`src/rtl/tone_cfg_ctrl_pkg.sv`:
```
// Shared types and constants for the tone threshold configuration block.
// Holds the FSM state encoding, register address map and reset defaults.
package tone_cfg_ctrl_pkg;

    localparam int NUM_CH   = 6;
    localparam int NUM_REGS = 12;

    localparam logic [3:0] ADDR_THD_LEV_BASE  = 4'd0;
    localparam logic [3:0] ADDR_BITS_THD_BASE = 4'd6;
    localparam logic [3:0] ADDR_RSVD_BASE     = 4'd12;

    // Register values are two's-complement 16-bit quantities.
    localparam logic [15:0] THD_LEV_DEF   = 16'd300;
    localparam logic [15:0] THD_LEV_2_DEF = 16'd250;
    localparam logic [15:0] BITS_THD_DEF  = 16'd10;

    typedef enum logic [1:0] {
        ST_IDLE       = 2'd0,
        ST_WAIT_QUIET = 2'd1,
        ST_APPLY      = 2'd2,
        ST_ACK        = 2'd3
    } tone_state_e;

    function automatic logic [15:0] reg_default(input logic [3:0] idx);
        logic [15:0] val;
        if (idx == ADDR_THD_LEV_BASE + 4'd2) begin
            val = THD_LEV_2_DEF;
        end else if (idx < ADDR_BITS_THD_BASE) begin
            val = THD_LEV_DEF;
        end else begin
            val = BITS_THD_DEF;
        end
        return val;
    endfunction

endpackage

```
`src/rtl/tone_quiet_mon.sv`:
```
// Counts consecutive quiet cycles and total enabled cycles for a pending commit.
// Hit flags are registered counts compared to the limits; counters saturate.
module tone_quiet_mon
    import tone_cfg_ctrl_pkg::*;
#(
    parameter int QUIET_CYC   = 16,
    parameter int TIMEOUT_CYC = 4096
) (
    input  logic              clk,
    input  logic              reset,
    input  logic              clear,
    input  logic              enable,
    input  logic [NUM_CH-1:0] det_in,
    output logic              quiet_hit,
    output logic              timeout_hit
);

    localparam int QW = $clog2(QUIET_CYC + 1);
    localparam int TW = $clog2(TIMEOUT_CYC + 1);
    localparam logic [QW-1:0] QUIET_MAX = QW'(QUIET_CYC);
    localparam logic [TW-1:0] TMO_MAX   = TW'(TIMEOUT_CYC);

    logic [QW-1:0] quiet_cnt_q, quiet_cnt_d;
    logic [TW-1:0] tmo_cnt_q, tmo_cnt_d;

    always_comb begin
        quiet_cnt_d = quiet_cnt_q;
        tmo_cnt_d   = tmo_cnt_q;
        if (clear) begin
            quiet_cnt_d = '0;
            tmo_cnt_d   = '0;
        end else if (enable) begin
            // Any detector activity restarts the quiet window.
            if (det_in != '0) begin
                quiet_cnt_d = '0;
            end else if (quiet_cnt_q != QUIET_MAX) begin
                quiet_cnt_d = quiet_cnt_q + 1'b1;
            end
            if (tmo_cnt_q != TMO_MAX) begin
                tmo_cnt_d = tmo_cnt_q + 1'b1;
            end
        end
    end

    always_ff @(posedge clk or negedge reset) begin
        if (!reset) begin
            quiet_cnt_q <= '0;
            tmo_cnt_q   <= '0;
        end else begin
            quiet_cnt_q <= quiet_cnt_d;
            tmo_cnt_q   <= tmo_cnt_d;
        end
    end

    assign quiet_hit   = (quiet_cnt_q == QUIET_MAX);
    assign timeout_hit = (tmo_cnt_q == TMO_MAX);

endmodule

```
`src/rtl/tone_cfg_ctrl.sv`:
```
// Shadow/active threshold register bank with a quiet-gated atomic shadow->active commit.
// rd_data lags rd_addr by one cycle; commit_req is dropped (not queued) while busy.
module tone_cfg_ctrl
    import tone_cfg_ctrl_pkg::*;
#(
    parameter int QUIET_CYC   = 16,
    parameter int TIMEOUT_CYC = 4096
) (
    input  logic        clk,
    input  logic        reset,
    input  logic        clk_enable,
    input  logic        wr_en,
    input  logic [3:0]  wr_addr,
    input  logic [15:0] wr_data,
    input  logic [3:0]  rd_addr,
    input  logic        rd_sel,
    output logic [15:0] rd_data,
    input  logic        commit_req,
    output logic        commit_ack,
    output logic        timeout_err,
    output logic        busy,
    input  logic [5:0]  det_in,
    output logic [95:0] thd_lev_bus,
    output logic [95:0] bits_thd_bus
);

    tone_state_e state_q, state_d;
    logic        abort_q, abort_d;
    logic        commit_ack_q, commit_ack_d;
    logic        timeout_err_q, timeout_err_d;
    logic [15:0] rd_data_q, rd_data_d;
    logic [15:0] shadow_q [NUM_REGS];
    logic [15:0] shadow_d [NUM_REGS];
    logic [15:0] active_q [NUM_REGS];
    logic [15:0] active_d [NUM_REGS];

    logic apply_en;
    logic mon_clear;
    logic mon_enable;
    logic quiet_hit;
    logic timeout_hit;

    assign mon_clear  = (state_q == ST_IDLE);
    assign mon_enable = clk_enable && (state_q == ST_WAIT_QUIET);

    tone_quiet_mon #(
        .QUIET_CYC   (QUIET_CYC),
        .TIMEOUT_CYC (TIMEOUT_CYC)
    ) u_quiet_mon (
        .clk         (clk),
        .reset       (reset),
        .clear       (mon_clear),
        .enable      (mon_enable),
        .det_in      (det_in),
        .quiet_hit   (quiet_hit),
        .timeout_hit (timeout_hit)
    );

    always_comb begin
        state_d       = state_q;
        abort_d       = abort_q;
        apply_en      = 1'b0;
        commit_ack_d  = 1'b0;
        timeout_err_d = 1'b0;
        case (state_q)
            ST_IDLE: begin
                if (clk_enable && commit_req) begin
                    state_d = ST_WAIT_QUIET;
                    abort_d = 1'b0;
                end
            end
            ST_WAIT_QUIET: begin
                // Quiet is tested first so it wins a tie with the timeout.
                if (clk_enable) begin
                    if (quiet_hit) begin
                        state_d = ST_APPLY;
                    end else if (timeout_hit) begin
                        state_d       = ST_ACK;
                        abort_d       = 1'b1;
                        commit_ack_d  = 1'b1;
                        timeout_err_d = 1'b1;
                    end
                end
            end
            ST_APPLY: begin
                if (clk_enable) begin
                    state_d       = ST_ACK;
                    apply_en      = 1'b1;
                    commit_ack_d  = 1'b1;
                    timeout_err_d = abort_q;
                end
            end
            ST_ACK: begin
                if (clk_enable) begin
                    state_d = ST_IDLE;
                end
            end
            default: begin
                state_d = ST_IDLE;
            end
        endcase
    end

    // Active copies the pre-edge shadow, so a write in the APPLY cycle stays in shadow only.
    always_comb begin
        for (int i = 0; i < NUM_REGS; i++) begin
            shadow_d[i] = shadow_q[i];
            active_d[i] = apply_en ? shadow_q[i] : active_q[i];
            if (wr_en && (wr_addr < ADDR_RSVD_BASE) && (wr_addr == 4'(i))) begin
                shadow_d[i] = wr_data;
            end
        end
    end

    always_comb begin
        rd_data_d = '0;
        if (rd_addr < ADDR_RSVD_BASE) begin
            for (int i = 0; i < NUM_REGS; i++) begin
                if (rd_addr == 4'(i)) begin
                    rd_data_d = rd_sel ? active_q[i] : shadow_q[i];
                end
            end
        end
    end

    always_ff @(posedge clk or negedge reset) begin
        if (!reset) begin
            state_q       <= ST_IDLE;
            abort_q       <= 1'b0;
            commit_ack_q  <= 1'b0;
            timeout_err_q <= 1'b0;
            rd_data_q     <= '0;
            for (int i = 0; i < NUM_REGS; i++) begin
                shadow_q[i] <= reg_default(4'(i));
                active_q[i] <= reg_default(4'(i));
            end
        end else begin
            state_q       <= state_d;
            abort_q       <= abort_d;
            commit_ack_q  <= commit_ack_d;
            timeout_err_q <= timeout_err_d;
            rd_data_q     <= rd_data_d;
            shadow_q      <= shadow_d;
            active_q      <= active_d;
        end
    end

    always_comb begin
        thd_lev_bus  = '0;
        bits_thd_bus = '0;
        for (int n = 0; n < NUM_CH; n++) begin
            thd_lev_bus[16*n +: 16]  = active_q[int'(ADDR_THD_LEV_BASE) + n];
            bits_thd_bus[16*n +: 16] = active_q[int'(ADDR_BITS_THD_BASE) + n];
        end
    end

    assign rd_data     = rd_data_q;
    assign commit_ack  = commit_ack_q;
    assign timeout_err = timeout_err_q;
    assign busy        = (state_q != ST_IDLE);

endmodule

```
`config.mk`:
```
export PLATFORM = sky130hd
export DESIGN_NAME = tone_cfg_ctrl
export DESIGN_NICKNAME = d
export VERILOG_FILES = /design/src/rtl/tone_cfg_ctrl_pkg.sv /design/src/rtl/tone_quiet_mon.sv /design/src/rtl/tone_cfg_ctrl.sv
export SDC_FILE = /design/constraint.sdc
export NUM_CORES = 1
export LEC_CHECK = 0
export CELL_PAD_IN_SITES_DETAIL_PLACEMENT = 0
export CELL_PAD_IN_SITES_GLOBAL_PLACEMENT = 1
export CORE_ASPECT_RATIO = 1.25
export CORE_UTILIZATION = 46
export DETAILED_ROUTE_END_ITERATION = 8
export HOLD_SLACK_MARGIN = 0.02
export PLACE_DENSITY_LB_ADDON = 0.1
export REMOVE_ABC_BUFFERS = 1
export SETUP_SLACK_MARGIN = 0.15
export SKIP_LAST_GASP = 1
export SLEW_MARGIN = 20
export SYNTH_ARGS = -nofsm -noshare
export SYNTH_HDL_FRONTEND = slang
export SYNTH_SLANG_ARGS = --single-unit
```
`constraint.sdc`:
```
create_clock -name clk -period 2.3 [get_ports clk]
set_input_delay 0.23 -clock clk [delete_from_list [all_inputs] [get_ports clk]]
set_output_delay 0.23 -clock clk [all_outputs]
set_load 0.005 [all_outputs]
```
-- Word level (Yosys, flattened, before mapping)
Cells that the tools add are included.
- $mul: 0
- reduce and logical (&&, ||, !) cells: 28
- bitwise operators: 0
- muxes and demuxes: 52
- add/subtract/negate cells: 2
- equal/unequal tests: 36
- magnitude comparators: 2
- shift operators: 0
- divide/modulo/power cells: 0
- operator list (operator ; number):
    $mux 16 ; 25
    $mux 13 ; 3
    $eq 4x3->1 const B ; 8
    $eq 4x4->1 const B ; 8
    $mux 5 ; 4
    $eq 4x2->1 const B ; 4
    $logic_and 1x1->1 ; 15
    $add 13x1->13 const B ; 1
    $eq 13x13->1 const B ; 1
    $ne 13x13->1 const B ; 1
    $mux 2 ; 6
    $mux 1 ; 10
    $ne 2x2->1 const B ; 5
    $reduce_and 5->1 ; 2
    $eq 4x1->1 const B ; 2
    $logic_not 4->1 ; 2
    $lt 4x4->1 const B ; 2
    $pmux 2 s4 ; 1
    $reduce_bool 2->1 ; 4
    $pmux 1 s2 ; 3
    $reduce_bool 6->1 ; 1
    $add 5x1->5 const B ; 1
    $eq 5x5->1 const B ; 1
    $ne 5x5->1 const B ; 1
    7 further kinds ; 9
- input bits: 36
- bits in registers: 423
- logic and storage cells: 151
- memory bits (read-only): 0
- latch bits: 0
- memories kept: 0
- memory bits (writable): 0
- output and inout bits: 211

-- Logic depth before layout (Yosys ltp)
- word-level depth: 14
- mapped depth: 9

-- Modules after synthesis
A second synthesis with hierarchy kept.
- cells, all modules: 1467
- area, all modules: 19904.1 um^2
- by module, submodules not included (module ; area an instance (um^2) ; cells each ; seq. area each (um^2) ; instances):
    tone_cfg_ctrl ; 18860.6 ; 1356 ; 10229.8 ; 1
    tone_quiet_mon ; 1043.5 ; 111 ; 450.4 ; 1

-- Least setup slack after synthesis
OpenSTA, ideal clock, no wires.
- path kind: flip-flop to flip-flop
- start point: reg state_q[0]
- end point: reg u_quiet_mon.tmo_cnt_q[12]
- period minus slack after synthesis: 1969 ps
- setup time: 132 ps
- required time: 2168 ps
- path slack: 331 ps
- path buffers: 2
- stages on the path, launching flop included: 10
- data arrival time: 1837 ps
- cell sequence: dfrtp_1 inv_1 ha_1 clkbuf_1 a21oi_1 nand4bb_1 clkbuf_1 nor3_1 xnor2_1 nor2_1
- word-level cells in the longest chain between the ends: 4
- ends and longest elaborated chain (what ; RTL line ; source):
    from (decl) ; tone_cfg_ctrl.sv:27 ; tone_state_e state_q, state_d;
    from (signal assigned) ; tone_cfg_ctrl.sv:138 ; state_q <= state_d;
    $eq 2x1->1 ; tone_cfg_ctrl.sv:44 ; assign mon_enable = clk_enable && (state_q == ST_WAIT_QUIET);
    $logic_and 1x1->1 ; tone_cfg_ctrl.sv:44 ;
    $reduce_bool 2->1 (no source line) ; n/a ;
    $reduce_and 2->1 (no source line) ; n/a ;
    to (signal assigned) ; tone_quiet_mon.sv:51 ; tmo_cnt_q <= tmo_cnt_d;
    to (decl) ; tone_quiet_mon.sv:24 ; logic [TW-1:0] tmo_cnt_q, tmo_cnt_d;
Several ways; a longest one is shown, not always the timed one.
A chain may end at the register's enable or synchronous reset.

-- Final worst setup path
- start point: reg state_q[1]
- end point: out busy
- word-level cells in the longest chain between the ends: 1
- ends and longest elaborated chain (what ; RTL line ; source):
    $reduce_bool 2->1 ; tone_cfg_ctrl.sv:160 ; assign busy = (state_q != ST_IDLE);
    to (decl) ; tone_cfg_ctrl.sv:21 ; output logic busy,
Every way passes these cells.

==> metrics.yaml <==
run_status:
  status: "completed"
place:
  post_dp_cell_area_mm2: 0.0239
  dp_cells: 2239
  io_buffers: 246
  dp_hpwl_um: 40500
  gp_congestion: 0.851
power_and_ir_drop:
  intPower_w: 0.0210
  seqPwrFrac: 0.426
  power.leakage_nw: 11.0
  power.share.switching: 0.294
  power_frac_comb: 0.331
  peakVddDrop_mv: 0.714
  power_switching_w: 0.00876
  p_clk_frac: 0.244
  fin_total_pwr_w: 0.0298
  p_per_area_mw_per_mm2: 1170
detailed_routing:
  drt_iter0_drc: 784
  num_vias: 13565
  wl_um: 58200
  drtAntennaViolNets: 0
  avgRoutedWirePerCell_um: 25.1
  drc_errors: 0
  firstDrtPassIters: 5
  viasPerCell: 5.84
clocking:
  clk_latency_ps: 550
  clk_pin_slew_ps: 60
  h-tree-depth: 2
  cts_buffer_depth: 3
  cts_made_buffers: 44
  cts_tree: "done"
  cts_sinks: 423
  root_buffer: "clkbuf_16"
critical_path:
  cp_cell_sequence: "inv_1 -> ha_2 -> inv_1 -> clkdlybuf4s50_1"
  crit_top_cell: "inv_1"
  cpLargestDelayFamily: "buffers and inverters"
  crit_required_ps: 2070
  worstSetupPathType: "reg2out"
  path_buf_inv: 3
  crit_arrival_ps: 1790
  timing.rr.end: "state_q[1]"
  r2r_start: "u_quiet_mon.tmo_cnt_q[0]"
  crit_start: "state_q[1]"
  path_max_fanout: 6
  regToRegSetupSlack_ps: 330
  reg2reg_depth: 6
  cp-end-kind: "output pin"
  endpoint: "busy"
  cp_slowest_cell: "clkdlybuf4s50_1"
  cp-start-kind: "flip-flop"
  crit_path_max_incr_delay_ps: 440
  crit_cells: 4
logic_synthesis:
  synth-seq-cells: 423
  yosysTopAreaCell: "dfrtp_1"
  synth_edf_count: 0
  async_reset_ff_frac: 1.00
  synthAdderAreaFrac: 0.00499
  synth-compound-area-share: 0.0650
  synth_top_area_frac: 0.433
  synthTopCellsByArea: "dfrtp_1 (43%), mux2_2 (23%), dfstp_2 (10%), mux2i_1 (5.5%), mux4_2 (5.3%)"
  synthCells: 1424
  ys_warn_count: 0
  seq_area_frac_synth: 0.533
  synth_top_family_by_area: "multiplexers"
  ys_types: 53
  synth_mux_area_frac: 0.334
  yosys.area_share.simple: 0.0310
  avgSynthCellArea_um2: 14.1
  synth_xor_area_frac: 0.00437
  synthesis.area_mm2: 0.0201
  ys.flop_type: "dfrtp_1"
timing:
  tns_ps: 0
  holdWs_ps: 224
  min_period_over_period: 0.877
  finalCriticalPeriod_ps: 2020
  finalHoldViolCount: 0
  fmax_mhz: 496
  max_slew_margin: 0.568
  finalClockSkew_ps: 20.7
  setup_violations: 0
  tightest_slew_ps: 646
  rsz0062_at_grt: "false"
  maxSlewViolCount: 0
hold_path:
  hp-class: "in2async"
grt:
  grt_pass1_vias: 14001
  grt_overflow: 0
  grt_max_degree: 69
  antenna_found_initial: 1
  grt_use_total: 0.265
  grt_pass1_wl_um: 88000
finish:
  drive_above_1_share: 0.416
  design_area_mm2: 0.0254
  diodes: 0
  layout_commonest_cell: "mux2_2"
  fin_cells: 2322
  nNetsFinal: 1767
  final_cell_mix: "mux2_2 (402), dfrtp_1 (347), clkdlybuf4s50_1 (243)"
  area_growth_syn_to_layout_pct: 26.9
floorplanning:
  design.portCount: 247
  design.core.area_mm2: 0.0431
  die_w_um: 189
  start_util: 0.466
  die_y_um: 235
  die_area_mm2: 0.0444
  row_count: 85
run:
  cap_violations: 0
what timing repair did:
item	4_1_cts	5_1_grt
resized for setup	0	1
buffers inserted	2	0
endpoints found under the hold margin	43	0
gates cloned	0	0
endpoints found under the setup margin	1	3
hold buffers	1	0
layout make-up:
type | count | area (um2)
multi-input cells | 878 | 8840
fillers | 3577 | 17600
flip-flops and latches | 423 | 10700
clock inverters | 10 | 133
clock buffers | 70 | 1340
repair buffers | 365 | 3700
inverters | 11 | 41.3
well taps | 565 | 707
how the worst min path moves through the flow:
stage,start,endpoint,slack [ps],depth (start not counted)
2_1_floorplan,reset,abort_q,-70,0
3_3_place_gp,reset,thd_lev_bus[14],230,1
3_5_place_dp,reset,thd_lev_bus[30],230,1
4_1_cts,reset,shadow_q[174],240,2
5_1_grt,reset,thd_lev_bus[14],260,2
6_report,reset,shadow_q[190],220,2
cell usage after synthesis, drive strengths merged (4+ instances only):
cell type,number
a31oi,5
nor3,8
o31ai,16
o2111ai,15
o22ai,30
a21oi,9
nand3,13
nand2,37
clkbuf,73
mux2i,111
xnor2,6
ha,8
inv,11
a2bb2oi,14
mux2,402
nand2b,10
o21ai,16
buf,39
or3,5
xor2,4
a211o,14
dfstp,76
nand3b,4
dfrtp,347
a221oi,29
nor2,31
mux4,47
nor2b,6
o21bai,15
layer usage:
metal,global-route usage,vias up,part of all wire
met5,0,-,0.00017
met4,0.0855,2,0.030
met3,0.0471,92,0.057
met2,0.434,410,0.49
met1,0.356,7147,0.43
li1,-,5914,-
per-stage QoR:
step / worst slack (ps) / util
finish: 282 / 0.591
global route: 191 / 0.591
global placement: -106 / 0.556
floorplan: -3130 / -
detailed placement: -132 / 0.556
CTS: 201 / 0.591
power groups by stage:
| stage | Combinational, W | Clock [W] | Sequential, W |
|---|---|---|---|
| 5_1_grt | 0.0105 | 0.00769 | 0.0130 |
| 6_report | 0.00984 | 0.00726 | 0.0127 |
| 3_5_place_dp | 0.00986 | 0 | 0.0128 |
| 2_1_floorplan | 0.00478 | 0 | 0.0120 |
| 4_1_cts | 0.00995 | 0.00742 | 0.0127 |
| 3_3_place_gp | 0.00976 | 0 | 0.0127 |
state kept, by name, indices dropped and copies added, names as in the netlist:
register / flops
state_q: 2
bits_thd_bus: 96
thd_lev_bus: 96
abort_q: 1
u_quiet_mon.tmo_cnt_q: 13
u_quiet_mon.quiet_cnt_q: 5
timeout_err: 1
shadow_q: 192
rd_data: 16
commit_ack: 1
logic make-up (layout without fill, tap and decap cells):
kind of cell | Yosys count | after routing
buf+inv | 123 | 456
xor+xnor | 10 | 10
fa+ha+maj | 8 | 8
mux | 560 | 560
flops | 423 | 423
compound gates | 173 | 173
simple gates | 127 | 127
No activity file was read; power rests on OpenSTA's default activity.
